--- config.mk ---
export PLATFORM = sky130hd
export DESIGN_NAME = r900_rs_encode
export DESIGN_NICKNAME = d
export VERILOG_FILES = /design/src/rtl/r900_rs_encode.sv
export SDC_FILE = /design/constraint.sdc
export NUM_CORES = 1
export LEC_CHECK = 0
export ABC_AREA = 1
export BUFFER_PORTS_ARGS = -buffer_cell sky130_fd_sc_hd__buf_4
export CORE_MARGIN = 2
export CORE_UTILIZATION = 50
export CTS_BUF_LIST = sky130_fd_sc_hd__clkbuf_16
export CTS_CLUSTER_DIAMETER = 120
export DETAILED_ROUTE_END_ITERATION = 7
export GPL_TIMING_DRIVEN = 1
export HOLD_SLACK_MARGIN = 0.12
export PLACE_DENSITY = 0.77
export SLEW_MARGIN = 20
export SYNTH_ARGS = -nofsm -noshare
export SYNTH_HDL_FRONTEND = slang
export SYNTH_SLANG_ARGS = --single-unit
--- constraint.sdc ---
create_clock -name clk -period 9 [get_ports clk]
set_clock_uncertainty 0.15 [all_clocks]
set_input_delay 0.9 -clock clk [delete_from_list [all_inputs] [get_ports clk]]
set_output_delay 0.9 -clock clk [all_outputs]
set_load 0.02 [all_outputs]
--- src/rtl/r900_rs_encode.sv ---
// Shortened RS(31,26) GF(32) systematic encoder: 16 message symbols in, 21-symbol codeword out.
// Latency: pkt_vld on the 26th edge after acceptance; 28 cycles/codeword, 27 with R900_ENC_HOLD_BUF_EN.
// Backpressure: in_rdy in IDLE only (hold buffer empty with R900_ENC_HOLD_BUF_EN); refused inputs flagged on in_drop.
module r900_rs_encode (
    input  logic         clk,
    input  logic         rst,
    input  logic         vld_in,
    input  logic [79:0]  dta_in,
    output logic         in_rdy,
    output logic         in_drop,
    output logic         busy,
    output logic         pkt_vld,
    output logic [104:0] pkt_dta
);

    localparam logic [1:0] ST_IDLE = 2'd0;
    localparam logic [1:0] ST_DATA = 2'd1;
    localparam logic [1:0] ST_ZERO = 2'd2;
    localparam logic [1:0] ST_DONE = 2'd3;

    // Multiply by alpha, reducing with x^5 = x^2 + 1.
    function automatic logic [4:0] mul_a(input logic [4:0] x);
        return {x[3], x[2], x[1] ^ x[4], x[0], x[4]};
    endfunction

    // g4 = g1 = a^13 = a^4 + a^3 + a^2
    function automatic logic [4:0] mul_g14(input logic [4:0] x);
        logic [4:0] x2;
        logic [4:0] x3;
        logic [4:0] x4;
        x2 = mul_a(mul_a(x));
        x3 = mul_a(x2);
        x4 = mul_a(x3);
        return x4 ^ x3 ^ x2;
    endfunction

    // g3 = g2 = a^17 = a^4 + a + 1
    function automatic logic [4:0] mul_g23(input logic [4:0] x);
        logic [4:0] x1;
        logic [4:0] x4;
        x1 = mul_a(x);
        x4 = mul_a(mul_a(mul_a(x1)));
        return x4 ^ x1 ^ x;
    endfunction

    logic [1:0]  state;
    logic [3:0]  cnt;
    logic [79:0] msg;
    logic [79:0] msg_sr;
    logic [24:0] lfsr;
    logic [24:0] lfsr_nxt;
    logic [4:0]  sym;
    logic [4:0]  fb;
    logic        accept;
    logic        start;
    logic [79:0] start_msg;

    assign accept = vld_in && in_rdy;
    assign busy   = (state != ST_IDLE);

`ifdef R900_ENC_HOLD_BUF_EN
    logic        hold_vld;
    logic [79:0] hold_dat;
    logic        start_hold;
    logic        hold_load;

    assign in_rdy     = ~hold_vld;
    assign start_hold = (state == ST_DONE) && hold_vld;
    // A message offered during DONE with an empty buffer starts directly.
    assign start      = start_hold || (accept && ((state == ST_IDLE) || (state == ST_DONE)));
    assign hold_load  = accept && ((state == ST_DATA) || (state == ST_ZERO));
    assign start_msg  = start_hold ? hold_dat : dta_in;

    always_ff @(posedge clk or posedge rst) begin
        if (rst) begin
            hold_vld <= 1'b0;
            hold_dat <= 80'd0;
        end else if (hold_load) begin
            hold_vld <= 1'b1;
            hold_dat <= dta_in;
        end else if (start_hold) begin
            hold_vld <= 1'b0;
        end
    end
`else
    assign in_rdy    = (state == ST_IDLE);
    assign start     = accept;
    assign start_msg = dta_in;
`endif

    // Premultiplied divider: after m then 10 zeros the register holds x^15*m(x) mod g(x).
    assign sym = (state == ST_DATA) ? msg_sr[79:75] : 5'd0;
    assign fb  = sym ^ lfsr[24:20];
    assign lfsr_nxt = {lfsr[19:15] ^ mul_g14(fb),
                       lfsr[14:10] ^ mul_g23(fb),
                       lfsr[9:5]   ^ mul_g23(fb),
                       lfsr[4:0]   ^ mul_g14(fb),
                       fb};

    always_ff @(posedge clk or posedge rst) begin
        if (rst) begin
            state   <= ST_IDLE;
            cnt     <= 4'd0;
            msg     <= 80'd0;
            msg_sr  <= 80'd0;
            lfsr    <= 25'd0;
            pkt_vld <= 1'b0;
            pkt_dta <= 105'd0;
            in_drop <= 1'b0;
        end else begin
            pkt_vld <= 1'b0;
            in_drop <= vld_in && !in_rdy;
            case (state)
                ST_IDLE, ST_DONE: begin
                    if (start) begin
                        state  <= ST_DATA;
                        cnt    <= 4'd0;
                        lfsr   <= 25'd0;
                        msg    <= start_msg;
                        msg_sr <= start_msg;
                    end else begin
                        state <= ST_IDLE;
                    end
                end
                ST_DATA: begin
                    lfsr   <= lfsr_nxt;
                    msg_sr <= {msg_sr[74:0], 5'd0};
                    if (cnt == 4'd15) begin
                        state <= ST_ZERO;
                        cnt   <= 4'd0;
                    end else begin
                        cnt <= cnt + 4'd1;
                    end
                end
                ST_ZERO: begin
                    lfsr <= lfsr_nxt;
                    if (cnt == 4'd9) begin
                        state   <= ST_DONE;
                        cnt     <= 4'd0;
                        pkt_vld <= 1'b1;
                        pkt_dta <= {msg, lfsr_nxt};
                    end else begin
                        cnt <= cnt + 4'd1;
                    end
                end
                default: state <= ST_IDLE;
            endcase
        end
    end

endmodule

==> results list <==
- Clock latency reported for the late side of the worst-skew pair: 0.54 ns
- Worst hold path class: in2async
* Share of post-route cells with drive strength above 1: 17.3%
- Total power divided by cell area: 325 nW/um2
* Headroom to the max-slew limit: 35.4%
- Count of flip-flops with a built-in enable after synthesis: 0
- Die X: 161 um
- Flip-flop and latch count after synthesis: 298
* Crit start category: register
- The die covers 25800 um2.
* CTS Sinks: 298
- Buffers added to address setup during post-CTS repair amount to 0.
- Fmax: 0.279 GHz
- Of the post-synthesis cell area, the dominant cell type holds 60.9%.
* Ratio of routed vias to standard cells: 5.10
* Number of fill cells in the layout: 2067
* Library cells used by synthesis: 28
- For this configuration, the core starts out at a cell density of 50.7%.
- For this run, asynchronously set or reset flops after synthesis account for 100%.
- Average wire length per cell after detail routing: 14.8 um
- The number of antenna violations at the first check in global routing came to 0.
- Number of instances resized during post-cts repair: 0
* Global-route wire length before repair: 45600 um
- NumNets Final: 1608
* Post-detailed-routing wire length: 27600 um
- Post-synthesis instance area: 12200 um2
- Synthesized area per cell: 8.97 um2
- After layout, the worst path uses 39.8% of the clock period.
- The total overflow left after global routing is 0.
- CTS built an H-tree with a depth of 1.
- Critical path class: reg2reg
- The final hold violation count was 0.
* Synth Warn #: 0
* IO Count: 192
- Nature of the critical path endpoint: register
- Measured in cells, the most critical reg-to-reg path has a length of 7.
* RR Endpoint: msg_sr[5]
- The count of buffers added on input and output ports is 191.
- The area growth from synthesis to layout is 21.0%.
- Entering global routing, the biggest net connects 198 pins.
* Gate Count Post-Synth: 1366
- Setup TNS: 0 ns
* Top_reg_cell synth: sky130_fd_sc_hd__dfrtp_1
* Biggest area contributors in the synthesized netlist: sky130_fd_sc_hd__dfrtp_1 (61%), sky130_fd_sc_hd__nand2_1 (14%), sky130_fd_sc_hd__o21ai_0 (6.0%)
- Commonest cells post-synth: sky130_fd_sc_hd__nand2_1 (447), sky130_fd_sc_hd__dfrtp_1 (298), sky130_fd_sc_hd__o21ai_0 (146)
- The analysis attributes to cell leakage a power of 7.23 nW.
- Core Box Area: 24200 um2
- Hold timing on the final database bottoms out at a slack of 0.305 ns.
- Synthesized net count: 1455
- Across the VDD grid, the largest voltage drop is 0.154 mV.
- TritonCTS built the clock tree.
- The final count of pins violating max slew is 0.
- Count of TritonRoute iterations in the first routing pass: 6
- Remaining number of nets flagged by the antenna check after routing: 0
- Clock-pin slew was measured on the worst setup and hold paths at 0.07 ns.
- Beginning of the worst register-to-register path: state[0]
- The flow ran to the end, and the final reports show no timing, DRC or antenna violations.
- The number of clock buffers added by TritonCTS is 30.
- DRC violation total after the first TritonRoute iteration: 730
- Endpoint of the most critical setup path: msg_sr[5]
- The repair_antennas step left the layout with diodes totalling 0.
- The die is 161 um tall.
- Arrival time reported for the critical path endpoint: 3.89 ns
- Vias post-DR: 9509
* Via count of the first global-routing pass: 9090
- Setup violations remaining at the end of the flow were counted as 0.
- HPWL Detailed: 18000 um
- Along the worst path, the maximum fanout reaches 88.
* Most common cell in the netlist: sky130_fd_sc_hd__nand2_1
- Remaining DRCs: 0
* Biggest area consumer among synthesized cells: sky130_fd_sc_hd__dfrtp_1
- Sequential cells were found to cover 60.9% of the synthesized design area.
- Routability-driven placement finished with a final weighted congestion of 0.794.
- The clock passes through at most 3 buffers.
- STA puts the critical path data required time at 9.31 ns.
* Multi-input combinational cell area: 4000 um2
- Launching instance or port of the critical path: state[0]
- Hold Buf Count CTS: 0
- Reported max-cap violation count: 0
- Flip-flop and latch area: 7460 um2
- Global routing used 21.4% of the available tracks.
- Setup slack on the worst reg-to-reg path comes out at 5.42 ns.
- Num rows: 57
* Setup repair after global routing missed its margin: false
- Slew at the pin closest to its max-slew limit: 0.970 ns
- Shortest clock period the worst path allows after layout: 3.58 ns
- Clk root buf: sky130_fd_sc_hd__clkbuf_16
==> worst min-delay path by stage <==
stage	cells past startpoint	slack, ns	startpoint	endpoint
3_3_place_gp	2	0.31	pkt_dta[14]	pkt_dta[14]
3_5_place_dp	2	0.32	pkt_dta[9]	pkt_dta[9]
2_1_floorplan	2	0.31	lfsr[6]	lfsr[6]
4_1_cts	2	0.30	rst	pkt_dta[88]
5_1_grt	2	0.34	rst	pkt_dta[88]
6_report	2	0.30	rst	pkt_dta[88]
==> placed cells by master, fill, tap and decap left out, types with 10 or more instances in the layout <==
master                      instances
sky130_fd_sc_hd__a31oi_1           75
sky130_fd_sc_hd__buf_4            197
sky130_fd_sc_hd__clkbuf_16         31
sky130_fd_sc_hd__dfrtp_1          298
sky130_fd_sc_hd__inv_1            114
sky130_fd_sc_hd__nand2_1          446
sky130_fd_sc_hd__nand3_1           38
sky130_fd_sc_hd__nor2_1            77
sky130_fd_sc_hd__o21ai_0          146
sky130_fd_sc_hd__o21ai_1           42
sky130_fd_sc_hd__xor2_1            10
==> flip-flops by register name, summed over array words and instances (netlist names) <==
| name | cells |
|---|---|
| pkt_dta | 105 |
| cnt | 4 |
| msg_sr | 80 |
| lfsr | 25 |
| pkt_vld | 1 |
| in_drop | 1 |
| msg | 80 |
| state | 2 |
==> final cells by class <==
class / count / share of cell area [%]
inverter: 118 / 3.03
multi-input combinational: 872 / 27.0
tap: 324 / 2.73
timing repair buffer: 199 / 10.3
clock buffer: 31 / 5.23
sequential: 298 / 50.3
clock inverter: 23 / 1.41
==> where the power goes <==
group	switching, mW	leakage (nW)	internal (mW)	total [mW]
registers	0.183	3.27	1.77	1.95
clock network	0.514	0.501	0.735	1.25
logic	1.10	3.46	0.522	1.62
==> per-stage QoR <==
stage / setup slack, ns / instances / cell area, um2 / total power, mW / utilization [%]
after floorplan: 3.99 / 1366 / 12300 / 3.21 / -
after global placement: 5.54 / 1810 / 13800 / 3.49 / 57.1
after detailed placement: 5.43 / 1810 / 13800 / 3.58 / 57.1
after CTS: 5.41 / 1864 / 14800 / 4.84 / 61.2
after global routing: 5.06 / 1865 / 14800 / 5.18 / 61.3
final: 5.42 / 1865 / 14800 / 4.82 / 61.3
==> logic make-up after synthesis <==
group / Yosys count / synth area share, %
AOI/OAI and AO/OA: 277 / 12.2
DFF: 298 / 60.9
xor gates and xnor gates: 16 / 1.33
adders and majority gates: 6 / 0.613
buffers and inverters: 196 / 6.65
and+or+nand+nor: 573 / 18.3
==> routing by layer <==
| layer | global-route usage [%] | wire, um | share of wire [%] | vias to the layer above |
|---|---|---|---|---|
| li1 | - | - | - | 4677 |
| met1 | 30.1 | 12200 | 44 | 4537 |
| met2 | 34.8 | 13200 | 48 | 257 |
| met3 | 4.13 | 1710 | 6.2 | 38 |
| met4 | 5.08 | 473 | 1.7 | 0 |
| met5 | 0 | 0 | 0 | - |
==> critical path: stages (launching register included) <==
cell and delay (ns):
sky130_fd_sc_hd__dfrtp_1 0.41, sky130_fd_sc_hd__inv_1 0.08, sky130_fd_sc_hd__ha_1 0.84, sky130_fd_sc_hd__nand2_1 0.38, sky130_fd_sc_hd__nand2_4 0.58, sky130_fd_sc_hd__buf_4 0.72
sky130_fd_sc_hd__nor2_1 0.10, sky130_fd_sc_hd__a31oi_1 0.18
Note: power is estimated with default switching activity, not from simulation.
